## config.mk

```make
export PLATFORM = sky130hd
export DESIGN_NAME = fpu_to_int
export DESIGN_NICKNAME = d
export VERILOG_FILES = /design/src/rtl/fpu_to_int.sv
export SDC_FILE = /design/constraint.sdc
export NUM_CORES = 1
export LEC_CHECK = 0
export CORE_MARGIN = 3
export CORE_UTILIZATION = 52
export CTS_BUF_LIST = sky130_fd_sc_hd__clkbuf_4
export CTS_CLUSTER_DIAMETER = 120
export DETAILED_ROUTE_END_ITERATION = 10
export HOLD_SLACK_MARGIN = 0.02
export PLACE_DENSITY_LB_ADDON = 0.25
export SLEW_MARGIN = 10
export SYNTH_ARGS = -nofsm -noshare
export SYNTH_HDL_FRONTEND = slang
export SYNTH_SLANG_ARGS = --single-unit
```

## constraint.sdc

```tcl
create_clock -name clock100KHz -period 2.91 [get_ports clock100KHz]
set_input_delay 0.291 -clock clock100KHz [delete_from_list [all_inputs] [get_ports clock100KHz]]
set_output_delay 0.291 -clock clock100KHz [all_outputs]
set_load 0.02 [all_outputs]
```

## src/rtl/fpu_to_int.sv

```systemverilog
// fpu_to_int: converts the FPU result word (sign, 6-bit exponent with bias 31,
// 25-bit fraction with hidden one) into a signed 32-bit integer. The integer is
// rounded to nearest, with ties away from zero. It uses a start/busy/done
// handshake and a bit-serial shifter, one bit per cycle.
module fpu_to_int (
  input  logic        clock100KHz,
  input  logic        reset,
  input  logic        start,
  input  logic [31:0] fp_in,
  input  logic [3:0]  fp_status_in,
  output logic        busy,
  output logic        done,
  output logic [31:0] int_out,
  output logic [3:0]  status_out
);

  localparam logic [3:0] ST_EXACT     = 4'b0001;
  localparam logic [3:0] ST_INEXACT   = 4'b0010;
  localparam logic [3:0] ST_OVERFLOW  = 4'b0100;
  localparam logic [3:0] ST_UNDERFLOW = 4'b1000;

  typedef enum logic [2:0] {
    S_IDLE   = 3'd0,
    S_DECODE = 3'd1,
    S_SHIFT  = 3'd2,
    S_ROUND  = 3'd3,
    S_OUT    = 3'd4
  } state_t;

  state_t      state_q, state_d;
  logic [31:0] fp_q, fp_d;          // captured input word
  logic [3:0]  st_q, st_d;          // captured input status
  logic [31:0] mag_q, mag_d;        // working magnitude
  logic        guard_q, guard_d;    // last bit shifted out (half LSB)
  logic        sticky_q, sticky_d;  // OR of all bits below guard
  logic [4:0]  cnt_q, cnt_d;        // remaining shift steps
  logic        left_q, left_d;      // shift direction: 1 = left
  logic        ovf_q, ovf_d;
  logic        unf_q, unf_d;
  logic        inx_q, inx_d;
  logic        busy_q, busy_d;
  logic        done_q, done_d;
  logic [31:0] int_q, int_d;
  logic [3:0]  status_q, status_d;

  logic [5:0]  exp_s;
  logic [24:0] frac_s;
  logic [25:0] man_s;
  logic [5:0]  rsh_s;
  logic [5:0]  lsh_s;
  logic [31:0] rnd_s;

  assign exp_s  = fp_q[30:25];
  assign frac_s = fp_q[24:0];
  assign man_s  = {1'b1, frac_s};
  assign rsh_s  = 6'd56 - exp_s;
  assign lsh_s  = exp_s - 6'd56;
  assign rnd_s  = mag_q + {31'd0, guard_q};

  // Next-state and datapath control for the conversion sequence.
  always_comb begin
    state_d  = state_q;
    fp_d     = fp_q;
    st_d     = st_q;
    mag_d    = mag_q;
    guard_d  = guard_q;
    sticky_d = sticky_q;
    cnt_d    = cnt_q;
    left_d   = left_q;
    ovf_d    = ovf_q;
    unf_d    = unf_q;
    inx_d    = inx_q;
    busy_d   = busy_q;
    done_d   = 1'b0;
    int_d    = int_q;
    status_d = status_q;
    case (state_q)
      S_IDLE: begin
        if (start) begin
          fp_d     = fp_in;
          st_d     = fp_status_in;
          mag_d    = 32'd0;
          guard_d  = 1'b0;
          sticky_d = 1'b0;
          cnt_d    = 5'd0;
          left_d   = 1'b0;
          ovf_d    = 1'b0;
          unf_d    = 1'b0;
          inx_d    = 1'b0;
          busy_d   = 1'b1;
          state_d  = S_DECODE;
        end else begin
          state_d = S_IDLE;
        end
      end
      S_DECODE: begin
        // Special cases go straight to OUT; the rest set up the shifter.
        if ((st_q == ST_OVERFLOW) || (st_q == ST_UNDERFLOW)) begin
          mag_d   = 32'd0;
          ovf_d   = (st_q == ST_OVERFLOW);
          unf_d   = (st_q == ST_UNDERFLOW);
          state_d = S_OUT;
        end else if (exp_s == 6'd0) begin
          mag_d   = 32'd0;
          unf_d   = (frac_s != 25'd0);
          state_d = S_OUT;
        end else if (exp_s <= 6'd29) begin
          mag_d   = 32'd0;
          unf_d   = 1'b1;
          state_d = S_OUT;
        end else if ((exp_s == 6'd62) && fp_q[31] && (frac_s == 25'd0)) begin
          mag_d   = 32'h8000_0000;
          state_d = S_OUT;
        end else if (exp_s >= 6'd62) begin
          mag_d   = fp_q[31] ? 32'h8000_0000 : 32'h7FFF_FFFF;
          ovf_d   = 1'b1;
          state_d = S_OUT;
        end else if (exp_s <= 6'd55) begin
          mag_d   = {6'd0, man_s};
          cnt_d   = rsh_s[4:0];
          left_d  = 1'b0;
          state_d = S_SHIFT;
        end else if (exp_s == 6'd56) begin
          mag_d   = {6'd0, man_s};
          state_d = S_ROUND;
        end else begin
          mag_d   = {6'd0, man_s};
          cnt_d   = lsh_s[4:0];
          left_d  = 1'b1;
          state_d = S_SHIFT;
        end
      end
      S_SHIFT: begin
        if (left_q) begin
          mag_d = {mag_q[30:0], 1'b0};
        end else begin
          mag_d    = {1'b0, mag_q[31:1]};
          guard_d  = mag_q[0];
          sticky_d = sticky_q | guard_q;
        end
        cnt_d = cnt_q - 5'd1;
        if (cnt_q == 5'd1) begin
          state_d = S_ROUND;
        end else begin
          state_d = S_SHIFT;
        end
      end
      S_ROUND: begin
        mag_d   = rnd_s;
        inx_d   = guard_q | sticky_q | (st_q == ST_INEXACT);
        unf_d   = (rnd_s == 32'd0);
        state_d = S_OUT;
      end
      S_OUT: begin
        // Negating zero yields zero, so negative zero never escapes.
        int_d = fp_q[31] ? (32'd0 - mag_q) : mag_q;
        if (ovf_q) begin
          status_d = ST_OVERFLOW;
        end else if (unf_q) begin
          status_d = ST_UNDERFLOW;
        end else if (inx_q) begin
          status_d = ST_INEXACT;
        end else begin
          status_d = ST_EXACT;
        end
        done_d  = 1'b1;
        busy_d  = 1'b0;
        state_d = S_IDLE;
      end
      default: begin
        state_d = S_IDLE;
        busy_d  = 1'b0;
      end
    endcase
  end

  // State and datapath registers; reset discards any conversion in flight.
  always_ff @(posedge clock100KHz or negedge reset) begin
    if (!reset) begin
      state_q  <= S_IDLE;
      fp_q     <= 32'd0;
      st_q     <= 4'd0;
      mag_q    <= 32'd0;
      guard_q  <= 1'b0;
      sticky_q <= 1'b0;
      cnt_q    <= 5'd0;
      left_q   <= 1'b0;
      ovf_q    <= 1'b0;
      unf_q    <= 1'b0;
      inx_q    <= 1'b0;
      busy_q   <= 1'b0;
      done_q   <= 1'b0;
      int_q    <= 32'd0;
      status_q <= 4'd0;
    end else begin
      state_q  <= state_d;
      fp_q     <= fp_d;
      st_q     <= st_d;
      mag_q    <= mag_d;
      guard_q  <= guard_d;
      sticky_q <= sticky_d;
      cnt_q    <= cnt_d;
      left_q   <= left_d;
      ovf_q    <= ovf_d;
      unf_q    <= unf_d;
      inx_q    <= inx_d;
      busy_q   <= busy_d;
      done_q   <= done_d;
      int_q    <= int_d;
      status_q <= status_d;
    end
  end

  assign busy       = busy_q;
  assign done       = done_q;
  assign int_out    = int_q;
  assign status_out = status_q;

endmodule

```

; Word level (Yosys, flattened, before mapping)
; Index checks and enable logic that the tools add are counted.
[totals]
output_inout_bits = 38
in_bits = 39
register_bits = 120
wordCells = 132
[classes]
reduce_logical = 24
n_lt_le_gt_ge = 3
n_bitwise = 3
eq_ne = 23
addsub = 5
muxes = 59
[op_table]
columns = op, count
row1 = 32-bit 2-to-1 mux, 9
row2 = 32-bit one-hot mux with 4 select lines, 1
row3 = 5-bit 2-to-1 mux, 8
row4 = 32-bit by 1-bit adder with 32-bit output, 1
row5 = 32-bit zero test, 1
row6 = 1-bit by 32-bit subtractor with 32-bit output (first input constant), 1
row7 = 25-bit zero test, 1
row8 = 25-bit nonzero test, 1
row9 = 1-bit 2-to-1 mux, 24
row10 = 8-bit AND reduction, 2
row11 = 3-bit 2-to-1 mux, 5
row12 = 3-bit != test (second input constant), 5
row13 = 5-bit one-hot mux with 3 select lines, 1
row14 = 2-bit != test (second input constant), 7
row15 = 6-bit equality test (second input constant), 2
row16 = 1-bit one-hot mux with 2 select lines, 6
row17 = 3-bit one-hot mux with 4 select lines, 1
row18 = 4-bit 2-to-1 mux, 2
row19 = 2-bit AND reduction, 4
row20 = 3-bit by 2-bit equality test with 1-bit output (second input constant), 2
row21 = 6-bit greater-or-equal comparator (second input constant), 1
row22 = 6-bit by 5-bit <= comparator with 1-bit output (second input constant), 1
row23 = 6-bit <= comparator (second input constant), 1
row24 = 6-bit zero test, 1
row25 = 23 further kinds, 29

; Logic depth before layout (Yosys ltp)
[depth]
word_depth = 9
ltp_mapped = 10
depth_no_buf = 9

; Worst setup path before layout
; OpenSTA, ideal clock, no wires.
[synth_timing]
path_kind = register to register
startpoint = register mag_q[0]
endpoint = register unf_q
required_time_ns = 2.815
path_buffers = 1
period_less_slack_ns = 2.475
setup_ns = 0.095
arrival_ns = 2.380
setup_slack_ns = 0.435
path_stages_with_launch = 11
cell_sequence = dfrtp_1 -> ha_1 -> ha_1 -> buf_2 -> nand4_1 -> nor4_2 -> and3_1 -> mux2_2 -> nor2_1 -> a41oi_1 -> o31ai_1
[synth_via]
elab_chain_len = 3
[synth_rtl]
columns = element, line
row1 = from (decl), 33  ; logic [31:0] mag_q, mag_d;
row2 = from (signal assigned), 199  ; mag_q <= mag_d;
row3 = 32-bit by 1-bit adder with 32-bit output, 58  ; assign rnd_s = mag_q + {31'd0, guard_q};
row4 = 32-bit zero test, 151  ; unf_d = (rnd_s == 32'd0);
row5 = 1-bit one-hot mux with 3 select lines, 77  ; case (state_q)
row6 = to (signal assigned), 205  ; unf_q <= unf_d;
row7 = to (decl), 39  ; logic unf_q, unf_d;
; No other way between the ends.
; A chain may end at the register's enable or synchronous reset.

; Worst setup path after layout
; Same ends and word-level chain as after synthesis.

==> run_results.csv <==
group,metric,value,unit
die,dieArea,15700,um2
worst_hold_path,worstHoldPathType,"input pin to flop",
clocking,cts_buffers,17,
placement,dp_hpwl,13.0,mm
global_routing,grt_pass1_vias,6105,
pwr,p_leak,3.81,nW
pwr,power,9.62,mW
global_routing,grt_antenna_before_repair,1,
pwr,p_sw_share,45.5,%
clocking,clk_latency,550,ps
critical_path,end_kind,"flop",
synth,synth_edf_count,0,
synth,synth_top_cells_by_area,"dfrtp_1, nand2_1, o21ai_0, xor2_1, clkbuf_1",
critical_path,worst_r2r_endpoint,"unf_q",
run_status,run_status,"finished clean",
detailed_routing,first_pass_iters,5,
worst_hold_path,holdPathEnd,"fp_q[12]",
timing,fin_skew,13.8,ps
critical_path,worstSetupPathType,"flop to flop",
run,drv_cap,0,
finish,num-fill-cells,1239,
timing,setup_slack,194,ps
pwr,power_density,1110,nW/um2
synth,avgSynthCellArea,8.38,um2
pwr,switchingPower,4.38,mW
timing,tightest_slew,957,ps
global_routing,grt_max_degree,63,
synth,synth_cells,885,
clocking,clk_pin_slew,110,ps
worst_hold_path,min-delay-start,"fp_in[12]",
timing,finalMaxSlewViolations,0,
synth,synth-seq-cells,120,
detailed_routing,via_per_inst,5.85,
placement,place_area,8350,um2
finish,area_growth,17.2,%
clocking,cts_root_buf,"clkbuf_4",
critical_path,critical-path-max-stage-delay,520,ps
synth,synth_top_cell_area_share,40.5,%
detailed_routing,drt-initial-drc-count,723,
synth,ys_async_sr_fraction,100,%
die,num_rows,43,
pwr,irDropWorstVdd,0.726,mV
synth,ys.warnings.count,0,
synth,synth_most_common_cell,"nand2_1",
placement,gp_congestion,0.938,
finish,final_layout_size_suffix_gt1_share,10.8,%
critical_path,r2r_start,"mag_q[0]",
synth,synth_fp_nets,932,
critical_path,cp_top_family,"simple AND/OR/NAND/NOR gates",
synth,netlist_top_cells_count,"nand2_1, dfrtp_1, o21ai_0",
pwr,comb_power_share,54.1,%
placement,port_buffers,76,
critical_path,r2r_slack,190,ps
clocking,htreeDepth,4,
timing,relSlewSlack,36.0,%
timing,maxClockFrequency,368,MHz
die,initial_utilization,53.2,%
timing,hold_viol_final,0,
timing,setup_viol,0,
critical_path,crit_path_start_kind,"flop",
detailed_routing,wl,18.5,mm
critical_path,ff2ff_path_depth,9,
timing,tns,0,ps
timing,whs,264,ps
synth,synth_cell_types,67,
synth,synth_top_area_cell,"dfrtp_1",
die,io_pins,77,
detailed_routing,route.vias.total,6625,
detailed_routing,wire_per_inst,16.3,um
pwr,pwr-share-seq,31.4,%
die,die_y,125,um
clocking,clock_sinks,120,
critical_path,path_buf_inv,0,
die,core,13900,um2
clocking,cts_buffer_depth,2,
timing,timing.final.crit_share,93.3,%
synth,synth_ff_type,"dfrtp_1",
synth,syn_area,7420,um2
global_routing,grt_pass1_wl,31.3,mm
detailed_routing,drc_errors,0,
clocking,tritoncts,"built",
global_routing,track_usage,24.5,%
critical_path,critPathArrivalTime,3170,ps
placement,pre_cts_ws,253,ps
detailed_routing,drtAntennaViolNets,0,
die,fp.dieW,125,um
clocking,cts-resized-gates,0,
critical_path,cp_cell_sequence,"ha_1 -> ha_1 -> nand4_1 -> or4_4 -> nor2_4 -> nand4_1 -> nor3_1 -> o2111ai_1 -> o31ai_1",
pwr,p_int,5.24,mW
critical_path,crit_required,3370,ps
worst_hold_path,hold_depth,3,
timing,min_period,2720,ps
critical_path,slowest_stage,"or4_4",
finish,final_cell_area,8690,um2
timing,rsz0062_at_grt,"false",
finish,nets,985,
synth,seq_area_frac_synth,40.5,%
critical_path,crit_fanout,8,
pwr,clkPwrFrac,14.6,%
global_routing,gr-total-overflow,0,
==> sequential cells by signal, indices dropped and copies added, names as in the netlist, 3 cells and up <==
register and count:
cnt_q 5, int_out 32, st_q 4, status_out 4, state_q 3, mag_q 32, fp_q 32
==> cell families (layout without fill, tap and decap cells) <==
| family | count (synthesis) | count (layout) | synth area share (%) |
|---|---|---|---|
| AND/OR/NAND/NOR | 374 | 374 | 24.1 |
| AO/OA/AOI/OAI | 205 | 205 | 17.7 |
| flip-flops | 120 | 120 | 40.5 |
| buffers and inverters | 89 | 155 | 5.06 |
| XOR/XNOR | 55 | 55 | 6.50 |
| multiplexers | 34 | 34 | 4.81 |
| adder cells (fa/ha/maj) | 8 | 8 | 1.35 |
| other | 0 | 1 | 0 |
==> layout make-up <==
cell class	count	area, um2	share of cell area [%]
clock inverters	11	178	2.04
clock buffers	21	158	1.81
flip-flops and latches	120	3000	34.5
inverters	12	45.0	0.518
well taps	180	225	2.59
diodes	1	2.50	0.0288
multi-input cells	676	4050	46.5
repair buffers	111	1040	11.9
==> worst register-to-register path: stages, from the launching register on <==
cell and delay [ps]:
dfrtp_1 450, ha_1 220, ha_1 340, nand4_1 210
or4_4 520, nor2_4 160, nand4_1 170, nor3_1 210
o2111ai_1 130, o31ai_1 240
==> cells in the final DEF (no fill, tap or decap), drive strengths merged, types with 4 or more instances in the layout <==
cell	Yosys	layout
a21oi	29	29
a222oi	4	4
a31oi	8	8
and3	13	13
buf	20	35
bufinv	0	5
clkbuf	57	21
clkdlybuf4s50	0	75
clkinv	0	6
dfrtp	120	120
ha	8	8
inv	12	12
mux2	13	13
mux2i	21	21
nand2	197	197
nand2b	4	4
nand3	30	30
nand4	13	13
nor2	37	37
nor2b	5	5
nor3	27	27
nor4	17	17
o211ai	12	12
o21ai	95	95
o311ai	4	4
o31ai	10	10
o41ai	9	9
or2	5	5
or3	6	6
or4	8	8
xnor2	23	23
xor2	32	32
==> worst max path at each step <==
stage | cells past startpoint | start | end
floorplan | 10 | mag_q[0] | unf_q
global placement | 9 | mag_q[0] | unf_q
detailed placement | 9 | mag_q[0] | unf_q
CTS | 9 | mag_q[0] | unf_q
global route | 9 | mag_q[0] | int_out[24]
finish | 9 | mag_q[0] | unf_q
==> per-stage QoR <==
| step | std cells | utilization (%) |
|---|---|---|
| after global routing | 1132 | 62.4 |
| final | 1132 | 62.4 |
| after global placement | 1098 | 59.9 |
| after floorplan | 885 | - |
| after CTS | 1131 | 62.4 |
| after detailed placement | 1098 | 59.9 |
==> routing by layer <==
metal  wire, um  vias to the layer above  share of wire (%)  global-route usage [%]
met1       8550                     3069                 46                    36.6
met5          0                        -                  0                       0
met4        382                        0                2.1                    8.86
li1           -                     3254                  -                       -
met3       1470                       29                8.0                    4.40
met2       8100                      273                 44                    35.7
==> power groups by stage <==
stage / Sequential, mW / Combinational (mW) / Clock [mW]
after CTS: 3.01 / 5.19 / 1.44
after global placement: 3.01 / 5.11 / 0
after detailed placement: 3.04 / 5.16 / 0
after floorplan: 2.92 / 3.78 / 0
final: 3.02 / 5.20 / 1.40
after global routing: 3.13 / 5.84 / 1.51
==> what timing repair did <==
item                                   in CTS  in global routing
buffers inserted                            0                  0
endpoints found under the hold margin      51                  0
hold buffers                                1                  0
Note: power is estimated with default switching activity, not from simulation.
